==> config.mk <==
export PLATFORM = sky130hd
export DESIGN_NAME = matrix_result_reader
export DESIGN_NICKNAME = d
export VERILOG_FILES = /design/src/rtl/matrix_io_pkg.sv /design/src/rtl/result_skid_fifo.sv /design/src/rtl/matrix_result_reader.sv
export SDC_FILE = /design/constraint.sdc
export NUM_CORES = 1
export LEC_CHECK = 0
export BUFFER_PORTS_ARGS = -buffer_cell sky130_fd_sc_hd__clkbuf_2
export CAP_MARGIN = 20
export CORE_MARGIN = 4
export CORE_UTILIZATION = 49
export DETAILED_ROUTE_END_ITERATION = 7
export PLACE_DENSITY_LB_ADDON = 0.1
export SLEW_MARGIN = 10
export SYNTH_ARGS = -nofsm -noshare
export SYNTH_HDL_FRONTEND = slang
export SYNTH_SLANG_ARGS = --single-unit
==> constraint.sdc <==
create_clock -name clk -period 2 [get_ports clk]
set_input_delay 0.3 -clock clk [delete_from_list [all_inputs] [get_ports clk]]
set_output_delay 0.3 -clock clk [all_outputs]
set_load 0.005 [all_outputs]
==> src/rtl/matrix_io_pkg.sv <==
// Shared definitions for the matrix processor result path.
//   - Default element / address widths of the processor data memory.
//   - Readout FSM state type used by matrix_result_reader.
package matrix_io_pkg;

  // Word and address width of the processor data memory.
  localparam int unsigned MATRIX_DATA_WIDTH = 8;
  localparam int unsigned MATRIX_ADDR_WIDTH = 12;

  // Readout sequencer states.
  typedef enum logic [1:0] {
    IDLE  = 2'd0,
    READ  = 2'd1,
    DRAIN = 2'd2,
    DONE  = 2'd3
  } rd_state_t;

endpackage

==> src/rtl/result_skid_fifo.sv <==
// Two-entry FIFO that buffers returned memory words in front of the
// valid/ready output stream.
// Ports:
//   clk, rst    clock, synchronous active-high reset (flushes contents)
//   push        write push_data/push_last this cycle
//   push_data   element value to store
//   push_last   marks the final element of a readout
//   pop         remove the head entry this cycle
//   occupancy   number of stored entries (0..2)
//   head_valid  FIFO non-empty
//   head_data   data of the oldest entry
//   head_last   last flag of the oldest entry
module result_skid_fifo
  import matrix_io_pkg::*;
#(
  parameter int unsigned DATA_WIDTH = MATRIX_DATA_WIDTH
) (
  input  logic                  clk,
  input  logic                  rst,
  input  logic                  push,
  input  logic [DATA_WIDTH-1:0] push_data,
  input  logic                  push_last,
  input  logic                  pop,
  output logic [1:0]            occupancy,
  output logic                  head_valid,
  output logic [DATA_WIDTH-1:0] head_data,
  output logic                  head_last
);

  logic [DATA_WIDTH-1:0] data_q [2];
  logic [1:0]            last_q;
  logic                  wr_ptr_q;
  logic                  rd_ptr_q;
  logic [1:0]            count_q;
  logic [1:0]            count_d;
  logic                  do_push;
  logic                  do_pop;

  // Pop only when something is stored; a push into a full FIFO is only
  // accepted if the head leaves in the same cycle.
  assign do_pop  = pop && (count_q != 2'd0);
  assign do_push = push && ((count_q != 2'd2) || do_pop);

  always_comb begin
    count_d = count_q;
    unique case ({do_push, do_pop})
      2'b10:   count_d = count_q + 2'd1;
      2'b01:   count_d = count_q - 2'd1;
      default: count_d = count_q;
    endcase
  end

  always_ff @(posedge clk) begin
    if (rst) begin
      for (int unsigned i = 0; i < 2; i++) begin
        data_q[i] <= '0;
      end
      last_q   <= '0;
      wr_ptr_q <= 1'b0;
      rd_ptr_q <= 1'b0;
      count_q  <= '0;
    end else begin
      if (do_push) begin
        data_q[wr_ptr_q] <= push_data;
        last_q[wr_ptr_q] <= push_last;
        wr_ptr_q         <= ~wr_ptr_q;
      end
      if (do_pop) begin
        rd_ptr_q <= ~rd_ptr_q;
      end
      count_q <= count_d;
    end
  end

  // Head is only moved by a pop, so it stays stable while stalled.
  assign occupancy  = count_q;
  assign head_valid = (count_q != 2'd0);
  assign head_data  = data_q[rd_ptr_q];
  assign head_last  = last_q[rd_ptr_q];

endmodule

==> src/rtl/matrix_result_reader.sv <==
// Reads the ROWS x COLS result matrix (row-major, starting at BASE_ADDR)
// out of the synchronous data memory after the processor raises
// end_process, and streams it on a valid/ready interface.
// Ports:
//   clk, rst     clock, synchronous active-high reset
//   end_process  processor done level; rising edge starts a readout
//   mem_rd_en    memory read strobe (data returns one cycle later)
//   mem_addr     memory read address, holds its value between reads
//   mem_rdata    memory read data
//   out_data     streamed element
//   out_valid    out_data valid
//   out_ready    sink ready; transfer on out_valid && out_ready
//   out_last     marks element (ROWS-1, COLS-1)
//   busy         readout in progress
//   done         one-cycle pulse after the last element is accepted
module matrix_result_reader
  import matrix_io_pkg::*;
#(
  parameter int unsigned DATA_WIDTH = MATRIX_DATA_WIDTH,
  parameter int unsigned ADDR_WIDTH = MATRIX_ADDR_WIDTH,
  parameter int unsigned ROWS       = 4,
  parameter int unsigned COLS       = 4,
  parameter int unsigned BASE_ADDR  = 0
) (
  input  logic                  clk,
  input  logic                  rst,
  input  logic                  end_process,
  output logic                  mem_rd_en,
  output logic [ADDR_WIDTH-1:0] mem_addr,
  input  logic [DATA_WIDTH-1:0] mem_rdata,
  output logic [DATA_WIDTH-1:0] out_data,
  output logic                  out_valid,
  input  logic                  out_ready,
  output logic                  out_last,
  output logic                  busy,
  output logic                  done
);

  localparam int unsigned NUM_ELEMS = ROWS * COLS;
  localparam int unsigned IDX_W     = $clog2(NUM_ELEMS + 1);
  localparam logic [IDX_W-1:0]      LAST_IDX = IDX_W'(NUM_ELEMS - 1);
  localparam logic [ADDR_WIDTH-1:0] BASE     = ADDR_WIDTH'(BASE_ADDR);

  if (NUM_ELEMS == 0) begin : g_bad_dims
    $error("matrix_result_reader: ROWS*COLS must be non-zero");
  end

  rd_state_t             state_q, state_d;
  logic                  end_q;
  logic [IDX_W-1:0]      idx_q, idx_d;
  logic                  inflight_q, inflight_d;
  logic                  inflight_last_q, inflight_last_d;
  logic [ADDR_WIDTH-1:0] addr_hold_q, addr_hold_d;

  logic [1:0]            fifo_occ;
  logic                  fifo_valid;
  logic [DATA_WIDTH-1:0] fifo_data;
  logic                  fifo_last;

  logic                  trigger;
  logic                  handshake;
  logic [1:0]            slots_used;
  logic                  issue;
  logic                  issue_last;
  logic [ADDR_WIDTH-1:0] cur_addr;

  assign trigger   = end_process && !end_q;
  assign handshake = fifo_valid && out_ready;

  // Credit check: buffered entries plus the read in flight must stay
  // below the FIFO depth. An entry leaving on this cycle's handshake
  // frees its slot before the issued read returns, which is what lets
  // the stream sustain one element per cycle. A handshake implies
  // fifo_occ >= 1, so the subtraction never wraps.
  assign slots_used = fifo_occ + {1'b0, inflight_q} - {1'b0, handshake};
  assign issue      = (state_q == READ) && (slots_used < 2'd2) && !rst;
  assign issue_last = (idx_q == LAST_IDX);
  assign cur_addr   = BASE + ADDR_WIDTH'(idx_q);

  assign mem_rd_en = issue;
  assign mem_addr  = issue ? cur_addr : addr_hold_q;

  always_comb begin
    state_d         = state_q;
    idx_d           = idx_q;
    inflight_d      = issue;
    inflight_last_d = issue && issue_last;
    addr_hold_d     = issue ? cur_addr : addr_hold_q;

    unique case (state_q)
      IDLE: begin
        if (trigger) begin
          state_d = READ;
          idx_d   = '0;
        end
      end
      READ: begin
        if (issue) begin
          if (issue_last) begin
            state_d = DRAIN;
          end else begin
            idx_d = idx_q + IDX_W'(1);
          end
        end
      end
      DRAIN: begin
        if (handshake && fifo_last) begin
          state_d = DONE;
        end
      end
      DONE: begin
        state_d = IDLE;
      end
      default: begin
        state_d = IDLE;
      end
    endcase
  end

  always_ff @(posedge clk) begin
    if (rst) begin
      state_q         <= IDLE;
      end_q           <= 1'b0;
      idx_q           <= '0;
      inflight_q      <= 1'b0;
      inflight_last_q <= 1'b0;
      addr_hold_q     <= '0;
    end else begin
      state_q         <= state_d;
      end_q           <= end_process;
      idx_q           <= idx_d;
      inflight_q      <= inflight_d;
      inflight_last_q <= inflight_last_d;
      addr_hold_q     <= addr_hold_d;
    end
  end

  result_skid_fifo #(
    .DATA_WIDTH (DATA_WIDTH)
  ) u_fifo (
    .clk        (clk),
    .rst        (rst),
    .push       (inflight_q),
    .push_data  (mem_rdata),
    .push_last  (inflight_last_q),
    .pop        (handshake),
    .occupancy  (fifo_occ),
    .head_valid (fifo_valid),
    .head_data  (fifo_data),
    .head_last  (fifo_last)
  );

  assign out_valid = fifo_valid;
  assign out_data  = fifo_data;
  assign out_last  = fifo_last;
  assign busy      = (state_q == READ) || (state_q == DRAIN);
  assign done      = (state_q == DONE);

endmodule

==> results.sh, run 1 <==
export IMPL_outcome="finished with violations"
export IMPL_violations="setup timing"
export IMPL_final_core_util=0.627
export IMPL_grt_pass1_vias=1396
export IMPL_antenna_found_initial=0
export IMPL_core_area_um2=4000
export IMPL_path_max_fanout=7
export IMPL_yosys_area_top_type="dfxtp_1"
export IMPL_cts_root_buf="clkbuf_8"
export IMPL_ys_async_sr_fraction=0
export IMPL_synth_top_area_frac=0.285
export IMPL_portBuffers=36
export IMPL_area_growth_pct=22.9
export IMPL_p_switching_mw=0.809
export IMPL_finalSetupViolations=14
export IMPL_stdcell_count=281
export IMPL_io_pins=37
export IMPL_ys_ff_latch=45
export IMPL_fin_nets=251
export IMPL_vias=1376
export IMPL_syn_num_nets=201
export IMPL_gp_congestion=0.797
export IMPL_pwr_density_cell_nw_per_um2=1010
export IMPL_power_share_sequential=0.440
export IMPL_dieWidth_um=72.5
export IMPL_reg2regPathDepth=9
export IMPL_finalWorstSetupSlack_ns=-0.259
export IMPL_initial_core_util=0.510
export IMPL_die_area_um2=5260
export IMPL_synth_warnings=0
export IMPL_worst_skew_pair_late_latency_ns=0.30
export IMPL_rsz0062_at_grt="yes"
export IMPL_antenna_diode_count=0
export IMPL_required_ns=1.70
export IMPL_rows=23
export IMPL_pre_cts_ws_ns=0.00892
export IMPL_dpl_hpwl_um=2730
export IMPL_min_path_type="input port to register"
export IMPL_synth_distinct_cells=40
export IMPL_finalHoldViolCount=0
export IMPL_swShare=0.319
export IMPL_crit_family="flip-flops"
export IMPL_fin_skew_ns=0.0115
export IMPL_critPathMaxStageDelay_ns=0.33
export IMPL_maxSlewViolCount=0
export IMPL_drcViolationCount=0
export IMPL_path_depth=7
export IMPL_endpoint_kind="output port"
export IMPL_internal_power_mw=1.72
export IMPL_cts_max_path_buffers=2
export IMPL_grt_usage=0.155
export IMPL_tightest_slew_ns=0.526
export IMPL_most_common_layout_cells="clkbuf_2 (36), and2_1 (28), dfxtp_1 (27)"
export IMPL_final_antenna_net_count=0
export IMPL_critPathBufInv=1
export IMPL_p_leak_nw=1.14
export IMPL_drt_iter0_drc=79
export IMPL_final_common_cell="clkbuf_2"
export IMPL_clock_sinks=45
export IMPL_syn_area_per_cell_um2=11.3
export IMPL_synth_area_um2=2040
export IMPL_peakVddDrop_v=0.000673
export IMPL_cts_buffers=5
export IMPL_synthTopCellsByArea="dfxtp_1 (28%), edfxtp_1 (24%), and2_1 (8.6%)"
export IMPL_seq_area_frac_synth=0.520
export IMPL_drt_total_wl_um=3780
export IMPL_die_h_um=72.5
export IMPL_p_comb_frac=0.330
export IMPL_grt_start_max_net_pins=19
export IMPL_period_share=1.13
export IMPL_drt_pre_antenna_iters=4
export IMPL_grt_pass1_wl_um=6320
export IMPL_cap_violations=0
export IMPL_cts_hold_buf=0
export IMPL_synth_edf_count=16
export IMPL_synth_top_flop_cell="dfxtp_1"
export IMPL_clk_pin_slew_worst_paths_ns=0.09
export IMPL_crit_slowest_cell="dfxtp_2"
export IMPL_hold_depth=2
export IMPL_path_cells="o21a_4, ha_4, nor2b_2, xnor2_2, nand2_4, mux2_4, clkbuf_2"
export IMPL_grt_overflow=0
export IMPL_drive_gt1_frac=0.385
export IMPL_clockPowerShare=0.230
export IMPL_htree_levels=2
export IMPL_hold_slack_ns=0.245
export IMPL_place_inst=268
export IMPL_cp_data_arrival_time_ns=1.96
export IMPL_crit_type="register to output port"
export IMPL_slew_headroom=0.648
export IMPL_max_freq_mhz=443
export IMPL_fin_crit_ns=2.26
export IMPL_wl_per_cell_um=13.4
export IMPL_setup_tns_ns=-3.14
export IMPL_synthCells=180
export IMPL_viasPerCell=4.90
export IMPL_start_kind="register"
export IMPL_cts_tree="built"
==> final cells by class <==
type / instances / area, µm²
inverters: 12 / 45.0
clock buffers: 5 / 68.8
flip-flops and latches: 45 / 1060
repair buffers: 50 / 289
multi-input cells: 116 / 952
fillers: 337 / 1490
well taps: 50 / 62.6
clock inverters: 3 / 25.0
==> worst reg2reg max path, stage by stage, from the launching register on <==
cell,delay (ns)
dfxtp_2,0.33
o21a_4,0.22
ha_4,0.26
nor2b_2,0.04
xnor2_2,0.24
nand2_4,0.13
buf_4,0.17
buf_4,0.14
a2111o_1,0.39
o31ai_1,0.07
==> synthesized netlist by cell type, types with 3 or more instances <==
cell	n
clkbuf_1	3
ha_1	9
xnor2_1	3
and3_1	9
nand2_1	9
dfxtp_1	29
inv_1	12
mux2_1	3
nor2b_1	3
and2_1	28
mux2_2	12
o21ai_0	4
edfxtp_1	16
buf_2	3
nor2_1	6
==> power by group through the flow <==
stage / Combinational [mW] / Clock [mW] / Sequential (mW)
2_1_floorplan: 0.558 / 0 / 1.10
3_3_place_gp: 0.723 / 0 / 1.12
3_5_place_dp: 0.746 / 0 / 1.13
4_1_cts: 0.810 / 0.599 / 1.11
5_1_grt: 0.925 / 0.647 / 1.13
6_report: 0.837 / 0.582 / 1.11
==> through the flow <==
step	power, mW	cell area (µm²)
after floorplan	1.66	2070
after global placement	1.85	2330
after detailed placement	1.88	2330
after CTS	2.52	2480
after global routing	2.70	2510
final	2.53	2510
==> kinds of logic (layout without fill, tap and decap cells) <==
kind of cell,Yosys count,in the layout,synth area share
muxes,16,16,0.0877
and+or+nand+nor,66,66,0.194
DFF,45,45,0.520
adders and majority gates,9,9,0.0552
buffers and inverters,19,70,0.0405
xor gates and xnor gates,6,6,0.0295
AOI/OAI and AO/OA,19,19,0.0730
==> path summary, 6_finish.rpt <==
kind	from	end	slack [ns]
worst max register to register	u_fifo.occupancy[1]$_SDFFE_PP0P_	state_q[0]$_SDFFE_PP0P_	-0.08
worst min-delay path	end_process	end_q$_SDFF_PP0_	0.25
worst max-delay path	u_fifo.occupancy[1]$_SDFFE_PP0P_	mem_addr[4]	-0.26
worst min register to register	inflight_last_q$_SDFF_PP0_	u_fifo.last_q[0]$_SDFFE_PP0P_	0.46
==> layer usage <==
metal  wire, µm  global-route usage
met1       1560               0.174
met2       2020               0.284
met3        178              0.0485
met4         19              0.0410
met5          0                   0
==> registers in the layout, indices dropped and copies added, names as in the netlist, named ones only <==
| register | cells |
|---|---|
| addr_hold_q | 12 |
| end_q | 1 |
| idx_q | 5 |
| inflight_last_q | 1 |
| inflight_q | 1 |
| state_q | 2 |
| u_fifo.data_q | 16 |
| u_fifo.last_q | 2 |
| u_fifo.occupancy | 2 |
| u_fifo.rd_ptr_q | 1 |
| u_fifo.wr_ptr_q | 1 |
==> repair_timing <==
action	in CTS	in global routing
gates resized for setup	8	3
endpoints found under the setup margin	14	25
pin swaps	2	3
setup buffers	3	2
Note: power is estimated with default switching activity, not from simulation.
==> inputs of run 2 (changes only) <==
CORE_ASPECT_RATIO = 0.5   (was not set)
==> run 2 against run 1 <==
  * The run still ends with setup timing left
  * Critical path depth did not move
  * Clock power rose by 15%
  * Register-to-register slack improved by 0.05 ns
  * First-iteration DRC count fell by 80%
  * Sequential cell count did not move
  * Maximum frequency rose by 1.0%
  * Final cell count rose by 1.4%
  * Clock skew fell by 0.0059 ns
==> results.sh, run 2 (synthesized netlist as in run 1, its figures left out) <==
export IMPL_outcome="finished with violations"
export IMPL_violations="setup timing"
export IMPL_portBuffers=36
export IMPL_core_area_um2=3960
export IMPL_crit_type="register to output port"
export IMPL_drt_iter0_drc=16
export IMPL_clockPowerShare=0.255
export IMPL_most_common_layout_cells="clkbuf_2 (35), dfxtp_1 (27), and2_1 (23)"
export IMPL_design_area_um2=2550
export IMPL_reg2reg_slack_ns=-0.03
export IMPL_drt_pre_antenna_iters=4
export IMPL_slew_headroom=0.645
export IMPL_swShare=0.298
export IMPL_r2r_end="state_q[0]$_SDFFE_PP0P_"
export IMPL_setup_tns_ns=-2.67
export IMPL_antenna_found_initial=0
export IMPL_cts_root_buf="clkbuf_8"
export IMPL_reg2regPathDepth=9
export IMPL_path_max_fanout=7
export IMPL_clk_pin_slew_worst_paths_ns=0.08
export IMPL_htree_levels=2
export IMPL_cts_hold_buf=0
export IMPL_final_common_cell="clkbuf_2"
export IMPL_min_to="end_q$_SDFF_PP0_"
export IMPL_p_leak_nw=1.16
export IMPL_grt_usage=0.149
export IMPL_cap_violations=0
export IMPL_rows=16
export IMPL_stdcell_count=285
export IMPL_min_delay_start="end_process"
export IMPL_finalHoldViolCount=0
export IMPL_start_kind="register"
export IMPL_pre_cts_ws_ns=0.0205
export IMPL_dpl_hpwl_um=2500
export IMPL_max_freq_mhz=447
export IMPL_finalSetupViolations=14
export IMPL_p_comb_frac=0.323
export IMPL_required_ns=1.70
export IMPL_internal_power_mw=1.85
export IMPL_vias=1390
export IMPL_multi_input_comb_area_um2=965
export IMPL_clock_sinks=45
export IMPL_p_switching_mw=0.784
export IMPL_grt_pass1_wl_um=6110
export IMPL_gp_congestion=0.722
export IMPL_endpoint_kind="output port"
export IMPL_wl_per_cell_um=13.0
export IMPL_fin_crit_ns=2.24
export IMPL_die_area_um2=5320
export IMPL_top_register="u_fifo.data_q"
export IMPL_rsz0062_at_grt="yes"
export IMPL_die_h_um=53.6
export IMPL_regArea_um2=1060
export IMPL_grt_start_max_net_pins=16
export IMPL_min_path_type="input port to register"
export IMPL_antenna_diode_count=0
export IMPL_timing_rr_start="u_fifo.occupancy[0]$_SDFFE_PP0P_"
export IMPL_dpl_cell_area_um2=2350
export IMPL_drive_gt1_frac=0.403
export IMPL_fin_nets=251
export IMPL_final_antenna_net_count=0
export IMPL_maxSlewViolCount=0
export IMPL_final_fill_count=340
export IMPL_place_inst=273
export IMPL_cts_max_path_buffers=2
export IMPL_initial_core_util=0.515
export IMPL_cts_buffers=5
export IMPL_drt_total_wl_um=3700
export IMPL_drcViolationCount=0
export IMPL_fin_skew_ns=0.00551
export IMPL_pwr_density_cell_nw_per_um2=1030
export IMPL_finalWorstSetupSlack_ns=-0.236
export IMPL_power_share_sequential=0.422
export IMPL_top_regs="u_fifo.data_q (16), addr_hold_q (12), idx_q (5)"
export IMPL_dieWidth_um=99.2
export IMPL_io_pins=37
export IMPL_worst_skew_pair_late_latency_ns=0.30
export IMPL_grt_pass1_vias=1308
export IMPL_viasPerCell=4.88
export IMPL_hold_slack_ns=0.239
export IMPL_cp_data_arrival_time_ns=1.94
export IMPL_peakVddDrop_v=0.000538
export IMPL_largest_reg_flops=16
export IMPL_period_share=1.12
export IMPL_hold_depth=2
export IMPL_tightest_slew_ns=0.531
export IMPL_area_growth_pct=25.0
export IMPL_cts_tree="built"
export IMPL_grt_overflow=0
[run 2: cell type report]
| class | count | area share |
|---|---|---|
| multi-input combinational | 116 | 0.378 |
| clock buffer | 6 | 0.0285 |
| inverter | 12 | 0.0177 |
| timing repair buffer | 50 | 0.119 |
| sequential | 45 | 0.417 |
| tap | 54 | 0.0265 |
| clock inverter | 2 | 0.0132 |
[run 2: how the worst max path moves through the flow]
stage / start / endpoint / slack, ns
after floorplan: u_fifo.occupancy[0]$_SDFFE_PP0P_ / mem_addr[10] / -0.006
after global placement: u_fifo.occupancy[0]$_SDFFE_PP0P_ / state_q[0]$_SDFFE_PP0P_ / 0.03
after detailed placement: u_fifo.occupancy[0]$_SDFFE_PP0P_ / mem_addr[11] / 0.02
after CTS: u_fifo.occupancy[0]$_SDFFE_PP0P_ / mem_addr[4] / -0.27
after global routing: u_fifo.occupancy[0]$_SDFFE_PP0P_ / mem_addr[1] / -0.33
final: u_fifo.occupancy[0]$_SDFFE_PP0P_ / mem_addr[4] / -0.24
[run 2: repair_timing]
item                       4_1_cts  5_1_grt
gates resized for setup         13        9
pin swaps                        7        4
setup buffers                    3        2
hold endpoints to repair         0        0
setup endpoints to repair       13       25
[run 2: power by group through the flow]
stage	registers [mW]	clock network (mW)	logic, mW
global route	1.12	0.729	0.948
CTS	1.11	0.683	0.820
global placement	1.13	0	0.736
detailed placement	1.13	0	0.745
finish	1.11	0.670	0.851
floorplan	1.10	0	0.558
[run 2: critical path, cell delays in order, from the launching register on]
cell      delay, ns
dfxtp_2        0.34
o21a_4         0.22
ha_4           0.26
nor2b_2        0.04
xnor2_2        0.22
nand2_4        0.13
mux2_4         0.32
clkbuf_2       0.11
[run 2: layer usage]
| layer | global-route usage | vias up | part of all wire |
|---|---|---|---|
| met5 | 0 | - | 0 |
| met4 | 0.0476 | 0 | 0.011 |
| met3 | 0.0517 | 7 | 0.063 |
| met2 | 0.244 | 35 | 0.43 |
| met1 | 0.190 | 637 | 0.49 |
| li1 | - | 711 | - |
[run 2: through the flow]
step,power (mW),utilization
final,2.63,0.643
after global routing,2.80,0.643
after CTS,2.61,0.635
after detailed placement,1.87,0.592
after global placement,1.86,0.592
after floorplan,1.66,-
==> inputs of run 3 (changes only) <==
PLACE_DENSITY = 0.74   (was not set)
PLACE_DENSITY_LB_ADDON = not set   (was 0.1)
==> run 3 against run 2 <==
  * The run still ends with setup timing left
  * Sequential power hardly changed
  * Maximum frequency decreased by 0.36%
  * Clock-buffer cell count fell by 1
  * Die area unchanged
  * Core utilization is 0.57 points lower
  * Clock power fell by 19%
  * Setup slack worse by 0.0081 ns
  * Sequential share of layout area is 0.37 points higher
  * Power is 4.2% lower
  * Register-to-register slack worse by 0.13 ns
  * Critical path type unchanged
  * Largest cell class unchanged
==> results.sh, run 3 (synthesized netlist as in run 1, its figures left out) <==
export IMPL_finalSetupViolations=15
export IMPL_rows=16
export IMPL_final_common_cell="clkbuf_2"
export IMPL_drt_iter0_drc=31
export IMPL_top_layer_used="met4"
export IMPL_endpoint_kind="output port"
export IMPL_timing_rr_start="u_fifo.occupancy[1]$_SDFFE_PP0P_"
export IMPL_met2_length_um=1820
export IMPL_stdcell_count=285
export IMPL_path_max_fanout=7
export IMPL_drt_total_wl_um=3670
export IMPL_portBuffers=36
export IMPL_antenna_found_initial=0
export IMPL_outcome="finished with violations"
export IMPL_drt_pre_antenna_iters=4
export IMPL_top_register="u_fifo.data_q"
export IMPL_p_leak_nw=1.15
export IMPL_min_path_type="input port to register"
export IMPL_htree_levels=2
export IMPL_die_area_um2=5320
export IMPL_period_share=1.12
export IMPL_wl_per_cell_um=12.9
export IMPL_die_h_um=53.6
export IMPL_dpl_hpwl_um=2570
export IMPL_cts_hold_buf=0
export IMPL_dieWidth_um=99.2
export IMPL_violations="setup timing"
export IMPL_reg2reg_slack_ns=-0.16
export IMPL_grt_pass1_wl_um=6030
export IMPL_fin_nets=251
export IMPL_wl_met3_um=144
export IMPL_most_common_layout_cells="clkbuf_2 (36), dfxtp_1 (27), and2_1 (25)"
export IMPL_min_delay_start="end_process"
export IMPL_area_growth_pct=23.9
export IMPL_pwr_density_cell_nw_per_um2=997
export IMPL_vias=1399
export IMPL_pre_cts_ws_ns=-0.00561
export IMPL_drcViolationCount=0
export IMPL_required_ns=1.70
export IMPL_design_area_um2=2530
export IMPL_min_to="end_q$_SDFF_PP0_"
export IMPL_start_kind="register"
export IMPL_setup_tns_ns=-3.02
export IMPL_max_freq_mhz=446
export IMPL_core_area_um2=3960
export IMPL_cts_root_buf="clkbuf_8"
export IMPL_grt_pass1_vias=1398
export IMPL_dpl_cell_area_um2=2350
export IMPL_cts_max_path_buffers=2
export IMPL_maxSlewViolCount=0
export IMPL_viasPerCell=4.91
export IMPL_initial_core_util=0.515
export IMPL_cts_tree="built"
export IMPL_fin_crit_ns=2.24
export IMPL_grt_overflow=0
export IMPL_total_power_mw=2.52
export IMPL_clk_pin_slew_worst_paths_ns=0.08
export IMPL_gp_congestion=0.723
export IMPL_antenna_diode_count=0
export IMPL_fin_skew_ns=0.00369
export IMPL_worst_skew_pair_late_latency_ns=0.29
export IMPL_final_antenna_net_count=0
export IMPL_m1WireLength_um=1660
export IMPL_slew_headroom=0.654
export IMPL_peakVddDrop_v=0.000538
export IMPL_place_inst=273
export IMPL_io_pins=37
export IMPL_tightest_slew_ns=0.518
export IMPL_grt_usage=0.145
export IMPL_crit_type="register to output port"
export IMPL_cp_data_arrival_time_ns=1.94
export IMPL_cap_violations=0
export IMPL_finalHoldViolCount=0
export IMPL_largest_reg_flops=16
export IMPL_rsz0062_at_grt="yes"
export IMPL_grt_start_max_net_pins=16
export IMPL_finalWorstSetupSlack_ns=-0.244
export IMPL_cts_buffers=5
export IMPL_clock_sinks=45
export IMPL_r2r_end="state_q[0]$_SDFFE_PP0P_"
export IMPL_reg2regPathDepth=10
export IMPL_hold_depth=2
export IMPL_top_regs="u_fifo.data_q (16), addr_hold_q (12), idx_q (5)"
export IMPL_drive_gt1_frac=0.398
## run 3: cell types whose count changed in the layout (fill, tap and decap cells not counted), sizes merged
cell,before,now
buf,15,14
bufinv,1,0
clkinv,1,2
clkinvlp,0,1
## run 3: worst max-delay path, stage by stage, from the launching register on
cell      delay, ns
dfxtp_2        0.34
o21a_4         0.22
ha_4           0.27
nor2b_4        0.04
xnor2_2        0.22
nand2_4        0.13
mux2_4         0.33
clkbuf_2       0.11
## run 3: report_power, final
| part | internal (mW) | leakage, nW | switching, mW | total (mW) |
|---|---|---|---|---|
| registers | 1.04 | 0.402 | 0.0693 | 1.11 |
| logic | 0.445 | 0.702 | 0.417 | 0.862 |
| clock network | 0.241 | 0.0439 | 0.305 | 0.546 |
| total | 1.73 | 1.15 | 0.790 | 2.52 |
## run 3: through the flow
stage | utilization | hold slack (ns)
floorplan | - | 0.425
global placement | 0.592 | 0.444
detailed placement | 0.592 | 0.463
CTS | 0.626 | 0.231
global route | 0.638 | 0.241
finish | 0.638 | 0.231
## run 3: final cells by class
type                    count  area (µm²)
well taps                  54        67.6
flip-flops and latches     45        1060
repair buffers             50         297
multi-input cells         116         968
fillers                   344        1440
clock buffers               5        68.8
clock inverters             3        17.5
inverters                  12        45.0
## run 3: metal layers
| metal | global-route usage | vias up |
|---|---|---|
| met5 | 0 | - |
| met4 | 0.0476 | 0 |
| met3 | 0.0414 | 4 |
| met2 | 0.278 | 20 |
| met1 | 0.161 | 665 |
| li1 | - | 710 |
## run 3: timing repair
| item | 4_1_cts | 5_1_grt |
|---|---|---|
| gates resized for setup | 9 | 9 |
| setup buffers | 2 | 3 |
| setup endpoints to repair | 14 | 20 |
| pin swaps | 3 | 3 |
| gates cloned | 0 | 0 |
| endpoints found under the hold margin | 0 | 0 |
## run 3: worst max-delay path by stage
stage,slack (ns),startpoint,depth (start not counted),endpoint
2_1_floorplan,-0.006,u_fifo.occupancy[0]$_SDFFE_PP0P_,9,mem_addr[10]
3_3_place_gp,0.04,u_fifo.occupancy[0]$_SDFFE_PP0P_,7,mem_addr[0]
3_5_place_dp,-0.006,u_fifo.occupancy[0]$_SDFFE_PP0P_,8,state_q[0]$_SDFFE_PP0P_
4_1_cts,-0.27,u_fifo.occupancy[1]$_SDFFE_PP0P_,7,mem_addr[0]
5_1_grt,-0.33,u_fifo.occupancy[1]$_SDFFE_PP0P_,7,mem_addr[0]
6_report,-0.24,u_fifo.occupancy[1]$_SDFFE_PP0P_,7,mem_addr[0]
